<file path="src/rtl/vend_ctrl_n_pkg.sv">
// ---------------------------------------------------------------------------
// vend_ctrl_n_pkg : shared state encoding and coin denomination constants
// Revision 1.0
// ---------------------------------------------------------------------------
`default_nettype none

package vend_ctrl_n_pkg;

  typedef enum logic [1:0] {
    ST_IDLE     = 2'd0,
    ST_SELECTED = 2'd1,
    ST_DISPENSE = 2'd2,
    ST_HOLD     = 2'd3
  } state_e;

  // Coin values and their one-hot codes on the coin / chg_coin buses
  localparam logic [3:0] C_COIN_1  = 4'd1;
  localparam logic [3:0] C_COIN_2  = 4'd2;
  localparam logic [3:0] C_COIN_5  = 4'd5;
  localparam logic [3:0] C_COIN_10 = 4'd10;

  localparam logic [3:0] C_CODE_1  = 4'b0001;
  localparam logic [3:0] C_CODE_2  = 4'b0010;
  localparam logic [3:0] C_CODE_5  = 4'b0100;
  localparam logic [3:0] C_CODE_10 = 4'b1000;

endpackage

`default_nettype wire

</file>
<file path="src/rtl/vend_ctrl_n_if.sv">
// ---------------------------------------------------------------------------
// vend_ctrl_n_if : customer-side controls and display/payout signals
// Revision 1.0
// ---------------------------------------------------------------------------
`default_nettype none

interface vend_ctrl_n_if #(
  parameter int N_ITEMS = 4,
  parameter int VAL_W   = 7,
  parameter int TOT_W   = 10
);
  logic [N_ITEMS-1:0] sel;
  logic [3:0]         coin;
  logic               confirm;
  logic               cancel;
  logic               reset_total;
  logic [VAL_W-1:0]   price;
  logic [VAL_W-1:0]   balance;
  logic [VAL_W-1:0]   change;
  logic [N_ITEMS-1:0] vend_item;
  logic               alarm;
  logic               busy;
  logic [3:0]         chg_coin;
  logic [TOT_W-1:0]   total;

  modport master (
    output sel, coin, confirm, cancel, reset_total,
    input  price, balance, change, vend_item, alarm, busy, chg_coin, total
  );

  modport slave (
    input  sel, coin, confirm, cancel, reset_total,
    output price, balance, change, vend_item, alarm, busy, chg_coin, total
  );
endinterface

`default_nettype wire

</file>
<file path="src/rtl/vend_change_disp.sv">
// ---------------------------------------------------------------------------
// vend_change_disp : greedy change payout, one coin pulse per cycle
// Revision 1.0
// ---------------------------------------------------------------------------
`default_nettype none

module vend_change_disp
  import vend_ctrl_n_pkg::*;
#(
  parameter int VAL_W = 7
) (
  input  logic             clk,
  input  logic             rst,
  input  logic             load,
  input  logic [VAL_W-1:0] amount,
  output logic [3:0]       chg_coin,
  output logic             done
);

  logic [VAL_W-1:0] rem_q, rem_d;
  logic [3:0]       chg_coin_q, chg_coin_d;
  logic [VAL_W-1:0] src;

  function automatic logic [3:0] pick_code(input logic [VAL_W-1:0] amt);
    if (amt >= VAL_W'(C_COIN_10))     return C_CODE_10;
    else if (amt >= VAL_W'(C_COIN_5)) return C_CODE_5;
    else if (amt >= VAL_W'(C_COIN_2)) return C_CODE_2;
    else if (amt >= VAL_W'(C_COIN_1)) return C_CODE_1;
    else                              return 4'b0000;
  endfunction

  function automatic logic [VAL_W-1:0] code_val(input logic [3:0] code);
    case (code)
      C_CODE_10: return VAL_W'(C_COIN_10);
      C_CODE_5:  return VAL_W'(C_COIN_5);
      C_CODE_2:  return VAL_W'(C_COIN_2);
      C_CODE_1:  return VAL_W'(C_COIN_1);
      default:   return '0;
    endcase
  endfunction

  // The first coin is issued on the load edge so pulses start with DISPENSE
  always_comb begin
    src        = load ? amount : rem_q;
    chg_coin_d = pick_code(src);
    rem_d      = src - code_val(chg_coin_d);
  end

  always_ff @(posedge clk or negedge rst) begin
    if (!rst) begin
      rem_q      <= '0;
      chg_coin_q <= '0;
    end else begin
      rem_q      <= rem_d;
      chg_coin_q <= chg_coin_d;
    end
  end

  assign chg_coin = chg_coin_q;
  assign done     = (rem_q == '0);

endmodule

`default_nettype wire

</file>
<file path="src/rtl/vend_ctrl_n.sv">
// ---------------------------------------------------------------------------
// vend_ctrl_n : vending controller - selection, credit, settle, change payout
// Revision 1.0
// ---------------------------------------------------------------------------
`default_nettype none

module vend_ctrl_n
  import vend_ctrl_n_pkg::*;
#(
  parameter int                       N_ITEMS     = 4,
  parameter int                       VAL_W       = 7,
  parameter int                       TOT_W       = 10,
  parameter logic [N_ITEMS*VAL_W-1:0] PRICES      = {7'd10, 7'd5, 7'd2, 7'd1},
  parameter int                       HOLD_CYC    = 3,
  parameter int                       TIMEOUT_CYC = 200
) (
  input logic          clk,
  input logic          rst,
  vend_ctrl_n_if.slave bus
);

  localparam int TMR_W = $clog2(TIMEOUT_CYC + 1);
  localparam int HLD_W = $clog2(HOLD_CYC + 1);

  state_e             state_q, state_d;
  logic [VAL_W-1:0]   price_q, price_d;
  logic [VAL_W-1:0]   bal_q, bal_d;
  logic [VAL_W-1:0]   change_q, change_d;
  logic [N_ITEMS-1:0] vend_q, vend_d;
  logic [N_ITEMS-1:0] item_q, item_d;
  logic               alarm_q, alarm_d;
  logic               busy_q, busy_d;
  logic [TOT_W-1:0]   total_q, total_d;
  logic [TMR_W-1:0]   tmr_q, tmr_d;
  logic [HLD_W-1:0]   hold_q, hold_d;

  logic               disp_load;
  logic [VAL_W-1:0]   disp_amt;
  logic               disp_done;
  logic [3:0]         chg_coin_w;
  logic [VAL_W-1:0]   coin_v;
  logic [VAL_W:0]     bal_sum;
  logic               timeout;
  logic               settle;
  logic [VAL_W-1:0]   settle_amt;
  logic               settle_alarm;
  logic [N_ITEMS-1:0] settle_vend;
  logic               tot_inc;

  function automatic logic [VAL_W-1:0] coin_value(input logic [3:0] c);
    if (c[0])      return VAL_W'(C_COIN_1);
    else if (c[1]) return VAL_W'(C_COIN_2);
    else if (c[2]) return VAL_W'(C_COIN_5);
    else if (c[3]) return VAL_W'(C_COIN_10);
    else           return '0;
  endfunction

  // Descending scan so the lowest set bit is the last one written
  function automatic logic [N_ITEMS-1:0] lowest_onehot(input logic [N_ITEMS-1:0] s);
    logic [N_ITEMS-1:0] r;
    r = '0;
    for (int i = N_ITEMS - 1; i >= 0; i--) begin
      if (s[i]) begin
        r    = '0;
        r[i] = 1'b1;
      end
    end
    return r;
  endfunction

  function automatic logic [VAL_W-1:0] price_lookup(input logic [N_ITEMS-1:0] s);
    logic [VAL_W-1:0] p;
    p = '0;
    for (int i = N_ITEMS - 1; i >= 0; i--) begin
      if (s[i]) p = PRICES[i*VAL_W +: VAL_W];
    end
    return p;
  endfunction

  always_comb begin
    state_d      = state_q;
    price_d      = price_q;
    bal_d        = bal_q;
    change_d     = change_q;
    vend_d       = vend_q;
    item_d       = item_q;
    alarm_d      = alarm_q;
    total_d      = total_q;
    tmr_d        = tmr_q;
    hold_d       = hold_q;
    disp_load    = 1'b0;
    disp_amt     = '0;
    tot_inc      = 1'b0;
    settle       = 1'b0;
    settle_amt   = bal_q;
    settle_alarm = 1'b0;
    settle_vend  = '0;
    coin_v       = coin_value(bus.coin);
    bal_sum      = {1'b0, bal_q} + {1'b0, coin_v};
    timeout      = (tmr_q == TMR_W'(TIMEOUT_CYC - 1));

    case (state_q)
      ST_IDLE: begin
        if (|bus.sel) begin
          price_d = price_lookup(bus.sel);
          item_d  = lowest_onehot(bus.sel);
          tmr_d   = '0;
          state_d = ST_SELECTED;
        end
      end
      ST_SELECTED: begin
        if (bus.cancel) begin
          settle = 1'b1;
        end else if (bus.confirm) begin
          settle = 1'b1;
          if (bal_q >= price_q) begin
            settle_amt  = bal_q - price_q;
            settle_vend = item_q;
            tot_inc     = 1'b1;
          end else begin
            settle_alarm = 1'b1;
          end
        end else if (coin_v != '0) begin
          bal_d = bal_sum[VAL_W] ? '1 : bal_sum[VAL_W-1:0];
          tmr_d = '0;
        end else if (timeout) begin
          settle       = 1'b1;
          settle_alarm = 1'b1;
        end else begin
          tmr_d = tmr_q + TMR_W'(1);
        end

        // Nothing to pay out skips DISPENSE entirely
        if (settle) begin
          change_d  = settle_amt;
          alarm_d   = settle_alarm;
          vend_d    = settle_vend;
          disp_load = 1'b1;
          disp_amt  = settle_amt;
          hold_d    = '0;
          state_d   = (settle_amt == '0) ? ST_HOLD : ST_DISPENSE;
        end
      end
      ST_DISPENSE: begin
        if (disp_done) begin
          hold_d  = '0;
          state_d = ST_HOLD;
        end
      end
      ST_HOLD: begin
        if (hold_q == HLD_W'(HOLD_CYC - 1)) begin
          state_d  = ST_IDLE;
          price_d  = '0;
          bal_d    = '0;
          change_d = '0;
          vend_d   = '0;
          alarm_d  = 1'b0;
        end else begin
          hold_d = hold_q + HLD_W'(1);
        end
      end
      default: state_d = ST_IDLE;
    endcase

    if (tot_inc)         total_d = total_q + TOT_W'(price_q);
    if (bus.reset_total) total_d = '0;
    busy_d = (state_d != ST_IDLE);
  end

  always_ff @(posedge clk or negedge rst) begin
    if (!rst) begin
      state_q  <= ST_IDLE;
      price_q  <= '0;
      bal_q    <= '0;
      change_q <= '0;
      vend_q   <= '0;
      item_q   <= '0;
      alarm_q  <= 1'b0;
      busy_q   <= 1'b0;
      total_q  <= '0;
      tmr_q    <= '0;
      hold_q   <= '0;
    end else begin
      state_q  <= state_d;
      price_q  <= price_d;
      bal_q    <= bal_d;
      change_q <= change_d;
      vend_q   <= vend_d;
      item_q   <= item_d;
      alarm_q  <= alarm_d;
      busy_q   <= busy_d;
      total_q  <= total_d;
      tmr_q    <= tmr_d;
      hold_q   <= hold_d;
    end
  end

  vend_change_disp #(
    .VAL_W (VAL_W)
  ) u_change_disp (
    .clk      (clk),
    .rst      (rst),
    .load     (disp_load),
    .amount   (disp_amt),
    .chg_coin (chg_coin_w),
    .done     (disp_done)
  );

  assign bus.price     = price_q;
  assign bus.balance   = bal_q;
  assign bus.change    = change_q;
  assign bus.vend_item = vend_q;
  assign bus.alarm     = alarm_q;
  assign bus.busy      = busy_q;
  assign bus.chg_coin  = chg_coin_w;
  assign bus.total     = total_q;

endmodule

`default_nettype wire
</file>
<file path="src/flat_wrapper.sv">
// flat-port wrapper written by rule: the top's interface ports become plain ports
module vend_ctrl_n_flat import vend_ctrl_n_pkg::*;
#(
  parameter int                       N_ITEMS     = 4,
  parameter int                       VAL_W       = 7,
  parameter int                       TOT_W       = 10,
  parameter logic [N_ITEMS*VAL_W-1:0] PRICES      = {7'd10, 7'd5, 7'd2, 7'd1},
  parameter int                       HOLD_CYC    = 3,
  parameter int                       TIMEOUT_CYC = 200
)
  (clk, rst, bus_sel, bus_coin, bus_confirm, bus_cancel, bus_reset_total, bus_price, bus_balance, bus_change, bus_vend_item, bus_alarm, bus_busy, bus_chg_coin, bus_total);
  vend_ctrl_n_if #(.N_ITEMS(N_ITEMS), .VAL_W(VAL_W), .TOT_W(TOT_W)) bus_i ();
  input logic clk;
  input logic rst;
  input wire logic [$bits(bus_i.sel)-1:0] bus_sel;
  input wire logic [$bits(bus_i.coin)-1:0] bus_coin;
  input wire logic [$bits(bus_i.confirm)-1:0] bus_confirm;
  input wire logic [$bits(bus_i.cancel)-1:0] bus_cancel;
  input wire logic [$bits(bus_i.reset_total)-1:0] bus_reset_total;
  output wire logic [$bits(bus_i.price)-1:0] bus_price;
  output wire logic [$bits(bus_i.balance)-1:0] bus_balance;
  output wire logic [$bits(bus_i.change)-1:0] bus_change;
  output wire logic [$bits(bus_i.vend_item)-1:0] bus_vend_item;
  output wire logic [$bits(bus_i.alarm)-1:0] bus_alarm;
  output wire logic [$bits(bus_i.busy)-1:0] bus_busy;
  output wire logic [$bits(bus_i.chg_coin)-1:0] bus_chg_coin;
  output wire logic [$bits(bus_i.total)-1:0] bus_total;
  assign bus_i.sel = bus_sel;
  assign bus_i.coin = bus_coin;
  assign bus_i.confirm = bus_confirm;
  assign bus_i.cancel = bus_cancel;
  assign bus_i.reset_total = bus_reset_total;
  assign bus_price = bus_i.price;
  assign bus_balance = bus_i.balance;
  assign bus_change = bus_i.change;
  assign bus_vend_item = bus_i.vend_item;
  assign bus_alarm = bus_i.alarm;
  assign bus_busy = bus_i.busy;
  assign bus_chg_coin = bus_i.chg_coin;
  assign bus_total = bus_i.total;
  vend_ctrl_n #(.N_ITEMS(N_ITEMS), .VAL_W(VAL_W), .TOT_W(TOT_W), .PRICES(PRICES), .HOLD_CYC(HOLD_CYC), .TIMEOUT_CYC(TIMEOUT_CYC)) u_core (.clk(clk), .rst(rst), .bus(bus_i));
endmodule
</file>
<file path="config.mk">
export PLATFORM = sky130hd
export DESIGN_NAME = vend_ctrl_n_flat
export DESIGN_NICKNAME = d
export VERILOG_FILES = /design/src/rtl/vend_ctrl_n_pkg.sv /design/src/rtl/vend_ctrl_n_if.sv /design/src/rtl/vend_change_disp.sv /design/src/rtl/vend_ctrl_n.sv /design/src/flat_wrapper.sv
export SDC_FILE = /design/constraint.sdc
export NUM_CORES = 1
export LEC_CHECK = 0
export BUFFER_PORTS_ARGS = -buffer_cell sky130_fd_sc_hd__buf_2
export CORE_UTILIZATION = 62
export CTS_CLUSTER_DIAMETER = 40
export DETAILED_ROUTE_END_ITERATION = 6
export PLACE_DENSITY = 0.94
export SETUP_SLACK_MARGIN = 0.05
export SYNTH_ARGS = -nofsm -noshare
export SYNTH_HDL_FRONTEND = slang
export SYNTH_SLANG_ARGS = --single-unit
</file>
<file path="constraint.sdc">
create_clock -name clk -period 5.9 [get_ports clk]
set_input_delay 1.18 -clock clk [delete_from_list [all_inputs] [get_ports clk]]
set_output_delay 1.18 -clock clk [all_outputs]
set_load 0.1 [all_outputs]
</file>
==> results.md, run 1 <==
* run status: finished clean
* synth top area cells: sky130_fd_sc_hd__dfrtp_1 40%, sky130_fd_sc_hd__ha_1 5.9%, sky130_fd_sc_hd__a21oi_1 3.9%
* global route total overflow: 0
* H-Tree Level Count: 3
* instance count of the mapped netlist: 409
* crit path kind: in -> reg
* global-route wire length before repair: 15100 um
* share of total power in sequential cells: 0.251
* clock tree from TritonCTS: yes
* Post-Syn Area per Cell: 9.35 um2
* GRT Util Overall: 0.312
* total wirelength of the detailed-routed design: 9260 um
* number of primary I/O pins: 54
* hold buffer count at cts: 0
* Initial Util: 0.646
* sw frac: 0.539
* launch point of the worst reg-to-reg path: u_core.bus.balance[0]
* reported net switching power: 0.00143 W
* power per cell area: 621 mW/mm2
* mapped cell area: 0.00382 mm2
* via count of the first global-routing pass: 3256
* unrepaired setup endpoints after global routing: no
* critical path required time: 6170 ps
* register-to-register path setup slack: 1430 ps
* slew of the pin with the lowest slew margin: 1180 ps
* number of detailed-routing iterations run before antenna repair: 5
* final design utilization: 0.723
* crit-path max FO: 18
* Clk network pwr share: 0.128
* Max Cap Viol: 0
* cell depth of the worst min-delay path: 2
* number of cells on the worst reg-to-reg path: 18
* clock slew at the register clock pins of the worst setup and hold paths: 60 ps
* layout cell share with drive strength beyond 1: 0.190
* Synth area leader: sky130_fd_sc_hd__dfrtp_1
* Core Box Area: 0.00592 mm2
* Detailed Place HPWL: 6680 um
* leak pwr: 2.05 nW
* die extent in x: 80.5 um
* Unique masters post-synth: 69
* initial antenna violation count: 0
* normalized max-slew margin: 0.202
* count of final max-slew check failures: 0
* source-to-sink clock delay at the later pin of the worst-skew pair: 340 ps
* post-synthesis to final-layout area growth: 11.9%
* endpoint class of the critical path: flip-flop
* Final Hold Vio Count: 0
* Post-Route Hold Slack: 479 ps
* FFs w/ async S/R, synth: 1.00
* aggregate negative setup slack: 0 ps
* smallest setup slack after layout: 1280 ps
* Clock Skews: 4.43 ps
* final worst path period share: 0.784
* start point of the worst min-delay path: u_core.item_q[1]
* number of gates resized after CTS: 0
* input/output buffers: 50
* drt first-iter violations: 232
* class of the worst hold path: reg -> reg
* Post-DRT Antenna Nets: 0
* Hold Path Sink: u_core.item_q[1]
* DR WL/cell: 17.2 um
* post-DR vias/cell: 6.09
* Synth warnings: 0
* clock buffers created by TritonCTS: 9
* largest net degree at the start of global routing: 62
* fraction of the yosys area taken by sequential cells: 0.399
* Net count, final: 493
* relative contribution of combinational cells to total power: 0.621
* CTS sink count: 61
* setup repair bufs after CTS: 0
* shortest period the worst path allows: 4620 ps
* count of state elements after synthesis: 61
* most used flip-flop cell after synthesis: sky130_fd_sc_hd__dfrtp_1
* endpoint arrival time on the critical path: 4890 ps
* Post-Place Setup Slack: 966 ps
* startpoint types: input port
* overall die area: 0.00649 mm2
* total number of vias: 3270
* post-route DRC violation count: 0
* number of synthesized flops with an enable pin: 0
* Max Freq: 0.216 GHz
* worst vdd ir: 0.471 mV
* master cell of the clock root buffer: sky130_fd_sc_hd__clkbuf_8
* area share of the largest cell type after synthesis: 0.399
* Max clock buf depth: 2
* ant diodes: 0
* routability congestion estimate: 0.884
* height of the die: 80.5 um
* final count of negative-setup-slack endpoints: 0
* FF-to-FF End: u_core.u_change_disp.rem_q[5]
* Internal Dissipation: 0.00122 W
* number of core rows: 28
worst max-delay path, cell delays in order:
cell and delay, ps:
sky130_fd_sc_hd__buf_2 140, sky130_fd_sc_hd__nor4_4 370, sky130_fd_sc_hd__nor4b_4 490, sky130_fd_sc_hd__o31ai_4 240, sky130_fd_sc_hd__nand2_1 170, sky130_fd_sc_hd__and2_1 200
sky130_fd_sc_hd__inv_1 120, sky130_fd_sc_hd__a21o_1 180, sky130_fd_sc_hd__a211oi_2 210, sky130_fd_sc_hd__ha_1 200, sky130_fd_sc_hd__inv_1 60, sky130_fd_sc_hd__fa_1 400
sky130_fd_sc_hd__a21o_1 180, sky130_fd_sc_hd__a21o_1 210, sky130_fd_sc_hd__nor3_1 190, sky130_fd_sc_hd__xor2_1 190, sky130_fd_sc_hd__nor2_1 60, sky130_fd_sc_hd__a21oi_1 110
power by group through the flow:
stage	registers, W	logic [W]	clock network, W
final	0.000666	0.00165	0.000341
after global routing	0.000674	0.00179	0.000364
after CTS	0.000660	0.00164	0.000343
after detailed placement	0.000666	0.00163	0
after global placement	0.000661	0.00157	0
after floorplan	0.00105	0.000928	0
registers in the layout (all words and copies together) (netlist names):
register and cells:
u_core.u_change_disp.rem_q 7, u_core.bus.vend_item 4, u_core.bus.balance 7, u_core.hold_q 2, u_core.tmr_q 8, u_core.item_q 4, u_core.state_q 2, u_core.u_change_disp.chg_coin 4
u_core.bus.change 7, u_core.bus.price 4, u_core.bus.alarm 1, u_core.bus.busy 1, u_core.bus.total 10
Yosys cell counts, drive strengths merged (5+ instances only):
| library cell | instances |
|---|---|
| buf | 7 |
| nand3 | 14 |
| dfrtp | 61 |
| a21oi | 30 |
| nand2 | 37 |
| xnor2 | 12 |
| nand2b | 8 |
| nor4 | 6 |
| o21ai | 30 |
| a211oi | 5 |
| and3 | 5 |
| nor2 | 36 |
| nor3 | 9 |
| a21o | 12 |
| inv | 23 |
| nor2b | 8 |
| xor2 | 7 |
| ha | 18 |
| mux2i | 5 |
| clkbuf | 8 |
| a31oi | 5 |
cell type report:
class,instances,area [um2]
Multi-Input combinational cell,312,2140
Fill cell,441,1640
Inverter,23,86.3
Clock inverter,1,5.00
Clock buffer,14,173
Tap cell,75,93.8
Sequential cell,61,1530
Timing Repair Buffer,51,258
worst max-delay path by stage:
stage	start	endpoint	slack, ps	depth (start not counted)
6_report	bus_coin[1]	u_core.u_change_disp.rem_q[6]	1280	18
5_1_grt	bus_coin[1]	u_core.u_change_disp.rem_q[5]	1050	16
4_1_cts	bus_coin[1]	u_core.u_change_disp.rem_q[6]	1310	18
3_5_place_dp	bus_coin[1]	u_core.u_change_disp.rem_q[6]	970	18
3_3_place_gp	bus_coin[1]	u_core.u_change_disp.rem_q[6]	1190	18
2_1_floorplan	u_core.bus.price[1]	u_core.u_change_disp.rem_q[5]	1430	17
cell usage in the layout, fill, tap and decap left out, drive strengths merged, types with 5 or more instances in the layout:
| master | Yosys | final |
|---|---|---|
| nor2 | 36 | 36 |
| xnor2 | 12 | 12 |
| mux2i | 5 | 5 |
| a21oi | 30 | 30 |
| buf | 7 | 51 |
| a211oi | 5 | 5 |
| clkbuf | 8 | 14 |
| nand2 | 37 | 37 |
| nor2b | 8 | 8 |
| and3 | 5 | 5 |
| nor3 | 9 | 9 |
| nor4 | 6 | 6 |
| nand3 | 14 | 14 |
| ha | 18 | 18 |
| a21o | 12 | 12 |
| xor2 | 7 | 7 |
| o21ai | 30 | 30 |
| nand2b | 8 | 8 |
| a31oi | 5 | 5 |
| inv | 23 | 23 |
| dfrtp | 61 | 61 |
through the flow:
step / instance area [um2] / std cells / power (W)
after detailed placement: 4100 / 522 / 0.00230
after global routing: 4280 / 537 / 0.00283
after CTS: 4280 / 537 / 0.00264
after global placement: 4100 / 522 / 0.00223
after floorplan: 3830 / 411 / 0.00198
final: 4280 / 537 / 0.00266
cell families after synthesis:
| logic type | after synthesis | share of synthesized area |
|---|---|---|
| buffers and inverters | 38 | 0.0442 |
| xor gates and xnor gates | 19 | 0.0435 |
| other | 1 | 0.000980 |
| adders and majority gates | 22 | 0.0798 |
| DFF | 61 | 0.399 |
| AOI/OAI and AO/OA | 116 | 0.207 |
| muxes | 7 | 0.0200 |
| and+or+nand+nor | 145 | 0.205 |
per-layer routing:
| layer | vias to the layer above | track usage | wire, um |
|---|---|---|---|
| met5 | - | 0 | 0 |
| met4 | 0 | 0.143 | 208 |
| met3 | 19 | 0.0670 | 535 |
| met2 | 133 | 0.525 | 4720 |
| met1 | 1564 | 0.380 | 3790 |
| li1 | 1554 | - | - |
(Power assumes the default switching activity.)
==> run 2, diff against run 1 <==
- ABC_AREA: unset -> 1
- CORE_UTILIZATION: 62 -> 53
- PLACE_DENSITY: 0.94 -> 0.86
- clock period: 5.9 -> 3.8 ns (I/O delays scaled with it)
==> results.md, run 2 <==
* leak pwr: 2.34 nW, +14%
* Crit. Startpoint: u_core.bus.balance[0]
* routability congestion estimate: 0.945, +6.8%
* Core Box Area: 0.00725 mm2, +23%
* worst vdd ir: 0.276 mV, -41%
* clock tree from TritonCTS: yes
* top-count cell post-synth: sky130_fd_sc_hd__nand2_1
* startpoint types: flip-flop
* final worst path period share: 0.948
* crit-path max FO: 4, -14
* WL met3: 463 um, -13%
* area share of the largest cell type after synthesis: 0.385, -0.0136
* number of cells on the worst reg-to-reg path: 27, +9
* Max Cap Viol: 0, unchanged
* normalized max-slew margin: 0.470, +0.268
* crit path kind: reg -> reg
* number of filler cells placed in the layout: 616, +40%
* post-synthesis to final-layout area growth: 14.9%
* final count of negative-setup-slack endpoints: 0, unchanged
* non-filler cells in the finished layout: 661, +23%
* total wirelength of the detailed-routed design: 9400 um, +1.5%
* power per cell area: 951 mW/mm2, +53%
* endpoint class of the critical path: flip-flop
* Initial Util: 0.546, -0.100
* post-DR vias/cell: 5.35, -12%
* length of routed wiring on met1: 3940 um, +3.9%
* DR WL/cell: 14.2 um, -18%
* number of core rows: 31, +11%
* synth top area cells: sky130_fd_sc_hd__dfrtp_1 39%, sky130_fd_sc_hd__nand2_1 12%, sky130_fd_sc_hd__ha_1 5.7%
* source-to-sink clock delay at the later pin of the worst-skew pair: 350 ps, about the same
* Synth warnings: 0, unchanged
* overall die area: 0.00782 mm2, +21%
* CTS sink count: 61, unchanged
* die extent in x: 88.4 um, +9.8%
* drt first-iter violations: 310, +34%
* Synth area leader: sky130_fd_sc_hd__dfrtp_1
* most used flip-flop cell after synthesis: sky130_fd_sc_hd__dfrtp_1
* class of the worst hold path: in -> async
* Final Hold Vio Count: 0, unchanged
* aggregate negative setup slack: 0 ps, unchanged
* Post-Place Setup Slack: 92.3 ps, -874 ps
* multi-input logic area: 0.00215 mm2, +0.59%
* endpoint arrival time on the critical path: 3830 ps, -1060 ps
* global-route wire length before repair: 15100 um, about the same
* height of the die: 88.4 um, +9.8%
* fraction of the yosys area taken by sequential cells: 0.385, -0.0136
* highest routing layer actually used: met4
* register-to-register path setup slack: 200 ps, -1230 ps
* via count of the first global-routing pass: 3408, +4.7%
* clock slew at the register clock pins of the worst setup and hold paths: 70 ps, about the same
* launch point of the worst reg-to-reg path: u_core.bus.balance[0]
* initial antenna violation count: 0, unchanged
* slew of the pin with the lowest slew margin: 792 ps, -393 ps
* mapped cell area: 0.00396 mm2, +3.5%
* shortest period the worst path allows: 3600 ps
* number of primary I/O pins: 54, unchanged
* count of final max-slew check failures: 0, unchanged
* FFs w/ async S/R, synth: 1.00, unchanged
* instance count of the mapped netlist: 499, +22%
* count of state elements after synthesis: 61, unchanged
* Net count, final: 592, +20%
* Max clock buf depth: 2, unchanged
* Post-Route Hold Slack: 410 ps, -69.4 ps
* number of detailed-routing iterations run before antenna repair: 6, +1
* total placed cells including tap cells: 643, +23%
* FF-to-FF End: u_core.u_change_disp.rem_q[6]
* input/output buffers: 50, unchanged
* H-Tree Level Count: 3, unchanged
* smallest setup slack after layout: 199 ps, -1080 ps
* global route total overflow: 0, unchanged
* critical path required time: 4030 ps, -2140 ps
* most common library cell in the layout ignoring fill and taps: sky130_fd_sc_hd__nand2_1
* layout cell share with drive strength beyond 1: 0.253, +0.0622
* Unique masters post-synth: 51, -26%
* total number of vias: 3538, +8.2%
* post-route DRC violation count: 0, unchanged
* number of synthesized flops with an enable pin: 0, unchanged
* master cell of the clock root buffer: sky130_fd_sc_hd__clkbuf_8
* area of all sequential standard cells: 0.00154 mm2, +0.82%
* Post-DRT Antenna Nets: 0, unchanged
* Clock Skews: 8.62 ps, +4.19 ps
* wire length on met2: 4810 um, +1.7%
* GRT Util Overall: 0.255, -0.0572
* clock buffers created by TritonCTS: 9, unchanged
* ant diodes: 0, unchanged
* flip-flop count of the largest register, all copies and words added: 10, unchanged
* Detailed Place HPWL: 7230 um, +8.2%
* Max Freq: 0.278 GHz
* Post-Syn Area per Cell: 7.94 um2, -15%
* run status: finished clean
* commonest cells in the netlist: 126 x sky130_fd_sc_hd__nand2_1, 61 x sky130_fd_sc_hd__dfrtp_1, 56 x sky130_fd_sc_hd__inv_1, 40 x sky130_fd_sc_hd__nor2_1, 32 x sky130_fd_sc_hd__nand3_1
* largest net degree at the start of global routing: 38, -39%
* most frequent cells in the layout: 126 x sky130_fd_sc_hd__nand2_1, 56 x sky130_fd_sc_hd__inv_1, 53 x sky130_fd_sc_hd__dfrtp_1
[run 2: report_power, final]
group | total, W | switching, W | internal [W] | leakage, nW
sequential | 0.00102 | 0.000161 | 0.000856 | 0.788
combinational | 0.00273 | 0.00198 | 0.000757 | 1.46
clock | 0.000578 | 0.000274 | 0.000304 | 0.0918
total | 0.00433 | 0.00241 | 0.00192 | 2.34
[run 2: worst max-delay path: stages, from the launching register on]
cell,delay (ps)
sky130_fd_sc_hd__dfrtp_4,420
sky130_fd_sc_hd__inv_1,70
sky130_fd_sc_hd__ha_2,210
sky130_fd_sc_hd__fa_2,350
sky130_fd_sc_hd__inv_1,80
sky130_fd_sc_hd__nand3_1,90
sky130_fd_sc_hd__nand2_1,110
sky130_fd_sc_hd__nand2_1,50
sky130_fd_sc_hd__nand2_1,50
sky130_fd_sc_hd__inv_1,40
sky130_fd_sc_hd__nand2_1,50
sky130_fd_sc_hd__nand2_1,50
sky130_fd_sc_hd__nand2_1,60
sky130_fd_sc_hd__nand2_1,70
sky130_fd_sc_hd__nand3_2,110
sky130_fd_sc_hd__nand2_2,100
sky130_fd_sc_hd__nor2_1,110
sky130_fd_sc_hd__nand2_1,100
sky130_fd_sc_hd__nand2_4,100
sky130_fd_sc_hd__nand2_2,60
sky130_fd_sc_hd__nand2_1,60
sky130_fd_sc_hd__ha_1,130
sky130_fd_sc_hd__inv_1,70
sky130_fd_sc_hd__fa_2,360
sky130_fd_sc_hd__a21o_1,180
sky130_fd_sc_hd__a21oi_2,180
sky130_fd_sc_hd__nand2_1,100
sky130_fd_sc_hd__xor2_1,140
[run 2: worst max path at each step]
stage | depth (start not counted) | to | slack, ps
after floorplan | 26 | u_core.u_change_disp.rem_q[6] | 110
after CTS | 27 | u_core.u_change_disp.rem_q[6] | 70
after detailed placement | 27 | u_core.u_change_disp.rem_q[6] | 90
after global placement | 27 | u_core.u_change_disp.rem_q[6] | 240
final | 27 | u_core.u_change_disp.rem_q[6] | 200
after global routing | 27 | u_core.u_change_disp.rem_q[6] | -10
[run 2: metrics by stage]
step,instance area (um2),total power (W),util
floorplan,3980,0.00318,-
global route,4550,0.00462,0.627
finish,4550,0.00433,0.627
global placement,4310,0.00359,0.594
detailed placement,4310,0.00365,0.594
CTS,4500,0.00425,0.621
[run 2: timing repair]
action                     4_1_cts  5_1_grt
setup endpoints to repair        0        2
buffers inserted                 0        2
resized for setup                0        8
hold buffers                     0        0
[run 2: per-layer routing]
metal,GRT usage,up-vias
met2,0.452,94
met3,0.0541,16
met5,0,-
met1,0.298,1691
met4,0.107,0
li1,-,1737
[run 2: layout make-up]
class	count	share of cell area
inverter	67	0.0553
tap	99	0.0272
timing repair buffer	55	0.0632
clock inverter	7	0.0165
multi-input combinational	363	0.472
sequential	61	0.338
clock buffer	9	0.0272
[run 2: logic make-up after synthesis]
family / after synthesis / share of synthesized area
AND/OR/NAND/NOR: 258 / 0.324
buffers and inverters: 77 / 0.0815
AO/OA/AOI/OAI: 72 / 0.113
flip-flops: 61 / 0.385
adder cells (fa/ha/maj): 22 / 0.0771
XOR/XNOR: 8 / 0.0177
other: 1 / 0.000947
==> run 3, diff against run 2 <==
- GPL_TIMING_DRIVEN: unset -> 0
- PLACE_DENSITY: 0.86 -> 0.77
==> results.md, run 3 (same netlist as run 2, synthesis figures left out) <==
* run status: finished clean
* height of the die: 88.4 um, unchanged
* Post-DRT Antenna Nets: 0, unchanged
* number of primary I/O pins: 54, unchanged
* largest net degree at the start of global routing: 62, +63%
* final worst path period share: 0.935, -0.0127
* count of final max-slew check failures: 0, unchanged
* most common library cell in the layout ignoring fill and taps: sky130_fd_sc_hd__nand2_1
* Initial Util: 0.546, unchanged
* Internal Dissipation: 0.00188 W, -1.8%
* via count of the first global-routing pass: 3315, -2.7%
* crit-path cells: ha_1, clkbuf_4, nand3_4, nor2_4, nor2_4, nand3_4, nand3_2, nand2_1, o21ai_2, nand2_2, nand2_2, nor2_2, nand3_2, nand2_4, nand2_2, nand2_1, ha_1, inv_1, fa_2, a21o_1, a21oi_2, nand2_1, xor2_1
* GRT Util Overall: 0.247, -0.00757
* Clk network pwr share: 0.117, -0.017
* leak pwr: 2.39 nW, +2.0%
* initial antenna violation count: 0, unchanged
* total non-filler cell area in the finished layout: 0.00463 mm2, +1.7%
* shortest period the worst path allows: 3550 ps, -48.3 ps
* routing usage on met2: 0.438, -0.0147
* crit-path max cell delay: 440 ps, +20 ps
* layout cell share with drive strength beyond 1: 0.271, +0.0188
* number of buffer and inverter instances along the worst setup path: 2, -2
* worst vdd ir: 0.332 mV, +20%
* number of core rows: 31, unchanged
* Max Freq: 0.281 GHz, +1.4%
* die extent in x: 88.4 um, unchanged
* global routing usage on met1: 0.290, -0.00713
* total placed cells including tap cells: 649, +0.93%
* power per cell area: 930 mW/mm2, -2.2%
* routability congestion estimate: 0.914, -3.2%
* flip-flop count of the largest register, all copies and words added: 10, unchanged
* reported net switching power: 0.00242 W, +0.53%
* unrepaired setup endpoints after global routing: no
* endpoint arrival time on the critical path: 3780 ps, -50 ps
* launch point of the worst reg-to-reg path: u_core.bus.balance[3]
* total wirelength of the detailed-routed design: 9080 um, -3.4%
* total number of vias: 3544, +0.17%
* post-route DRC violation count: 0, unchanged
* clock slew at the register clock pins of the worst setup and hold paths: 70 ps, about the same
* hold buffer count at cts: 0, unchanged
* ant diodes: 0, unchanged
* aggregate negative setup slack: 0 ps, unchanged
* crit-path max FO: 8, +4
* CTS sink count: 61, unchanged
* kind of cell with the highest combined delay on the critical path: simple AND/OR/NAND/NOR gates
* slew of the pin with the lowest slew margin: 753 ps, -38.3 ps
* sw frac: 0.563, +0.00583
* Detailed Place HPWL: 7080 um, -2.0%
* GRT Max-Usage Layer: met2
* area of all sequential standard cells: 0.00154 mm2, unchanged
* Clock Skews: 5.16 ps, -3.46 ps
* DR WL/cell: 13.5 um, -4.7%
* critical path required time: 4020 ps, about the same
* input/output buffers: 49, -2.0%
* final count of negative-setup-slack endpoints: 0, unchanged
* multi-input logic area: 0.00218 mm2, +1.5%
* startpoint types: flip-flop
* post-synthesis to final-layout area growth: 16.9%
* met3 global-route usage: 0.0476, -0.00653
* normalized max-slew margin: 0.498, +0.0275
* Final Hold Vio Count: 0, unchanged
* post-DR vias/cell: 5.29, -1.2%
* class of the worst hold path: in -> async
* global route total overflow: 0, unchanged
* overall die area: 0.00782 mm2, unchanged
* Max clock buf depth: 2, unchanged
* most frequent cells in the layout: 124 x sky130_fd_sc_hd__nand2_1, 55 x sky130_fd_sc_hd__inv_1, 53 x sky130_fd_sc_hd__dfrtp_1
* non-filler cells in the finished layout: 670, +1.4%
* clock buffers created by TritonCTS: 9, unchanged
* number of filler cells placed in the layout: 632, +2.6%
* clock tree from TritonCTS: yes
* Net count, final: 601, +1.5%
* Worst path slowest cell: sky130_fd_sc_hd__dfrtp_2
* relative contribution of combinational cells to total power: 0.650, +0.018
* crit path kind: reg -> reg
* Crit. Startpoint: u_core.bus.balance[3]
* number of detailed-routing iterations run before antenna repair: 4, -2
* share of total power in sequential cells: 0.232, -0.003
* H-Tree Level Count: 3, unchanged
* global-route wire length before repair: 14600 um, -2.9%
* area of placed instances: 0.00435 mm2, +1.0%
* endpoint class of the critical path: flip-flop
* master cell of the clock root buffer: sky130_fd_sc_hd__clkbuf_8
* drt first-iter violations: 183, -41%
* source-to-sink clock delay at the later pin of the worst-skew pair: 340 ps, about the same
* Core Box Area: 0.00725 mm2, unchanged
* Max Cap Viol: 0, unchanged
==> run 3: changes by cell type in the layout (fill, tap and decap cells not counted), moves of 2 or more <==
cell / previous run / this run
sky130_fd_sc_hd__nand3_4: 1 / 3
sky130_fd_sc_hd__nand3_1: 32 / 30
sky130_fd_sc_hd__buf_4: 5 / 11
sky130_fd_sc_hd__ha_2: 2 / 0
sky130_fd_sc_hd__ha_1: 15 / 17
sky130_fd_sc_hd__nand2_1: 126 / 124
sky130_fd_sc_hd__nor2_2: 5 / 7
==> run 3: stage by stage <==
stage / utilization / total power, W / setup slack [ps] / hold slack (ps)
final: 0.638 / 0.00431 / 247 / 472
after global routing: 0.638 / 0.00462 / 18.5 / 505
after CTS: 0.625 / 0.00420 / 104 / 490
after detailed placement: 0.600 / 0.00367 / 13.7 / 472
after global placement: 0.600 / 0.00358 / 64.7 / 459
after floorplan: - / 0.00318 / 109 / 442
==> run 3: routing by layer <==
| layer | up-vias | part of all wire |
|---|---|---|
| li1 | 1754 | - |
| met1 | 1677 | 0.43 |
| met2 | 95 | 0.50 |
| met3 | 18 | 0.045 |
| met4 | 0 | 0.023 |
| met5 | - | 0 |
==> run 3: timing repair <==
action,CTS,global route
pin swaps,0,5
buffers inserted,0,5
setup endpoints to repair,1,3
gates resized for setup,2,14
==> run 3: area by class of cell <==
| class | count | share of cell area |
|---|---|---|
| multi-input cells | 363 | 0.471 |
| clock buffers | 9 | 0.0268 |
| inverters | 67 | 0.0543 |
| plain buffers | 10 | 0.0159 |
| well taps | 99 | 0.0268 |
| repair buffers | 54 | 0.0616 |
| flip-flops and latches | 61 | 0.332 |
| clock inverters | 7 | 0.0111 |
==> run 3: power groups by stage <==
stage / Combinational (W) / Sequential (W) / Clock, W
3_3_place_gp: 0.00258 / 0.00100 / 0
3_5_place_dp: 0.00266 / 0.00101 / 0
6_report: 0.00280 / 0.00100 / 0.000506
5_1_grt: 0.00304 / 0.00103 / 0.000547
4_1_cts: 0.00268 / 0.00100 / 0.000517
2_1_floorplan: 0.00141 / 0.00177 / 0
==> run 3: path summary, 6_finish.rpt <==
| path | endpoint | slack, ps | cells past startpoint |
|---|---|---|---|
| setup reg to reg | u_core.u_change_disp.rem_q[6] | 250 | 23 |
| min in group clk | u_core.bus.change[1] | 480 | 2 |
| max in group asynchronous | u_core.bus.balance[0] | 2730 | 1 |
| hold / removal | u_core.bus.price[2] | 470 | 1 |
| hold reg to reg | u_core.bus.change[1] | 480 | 2 |
| setup / recovery | u_core.u_change_disp.rem_q[6] | 250 | 23 |
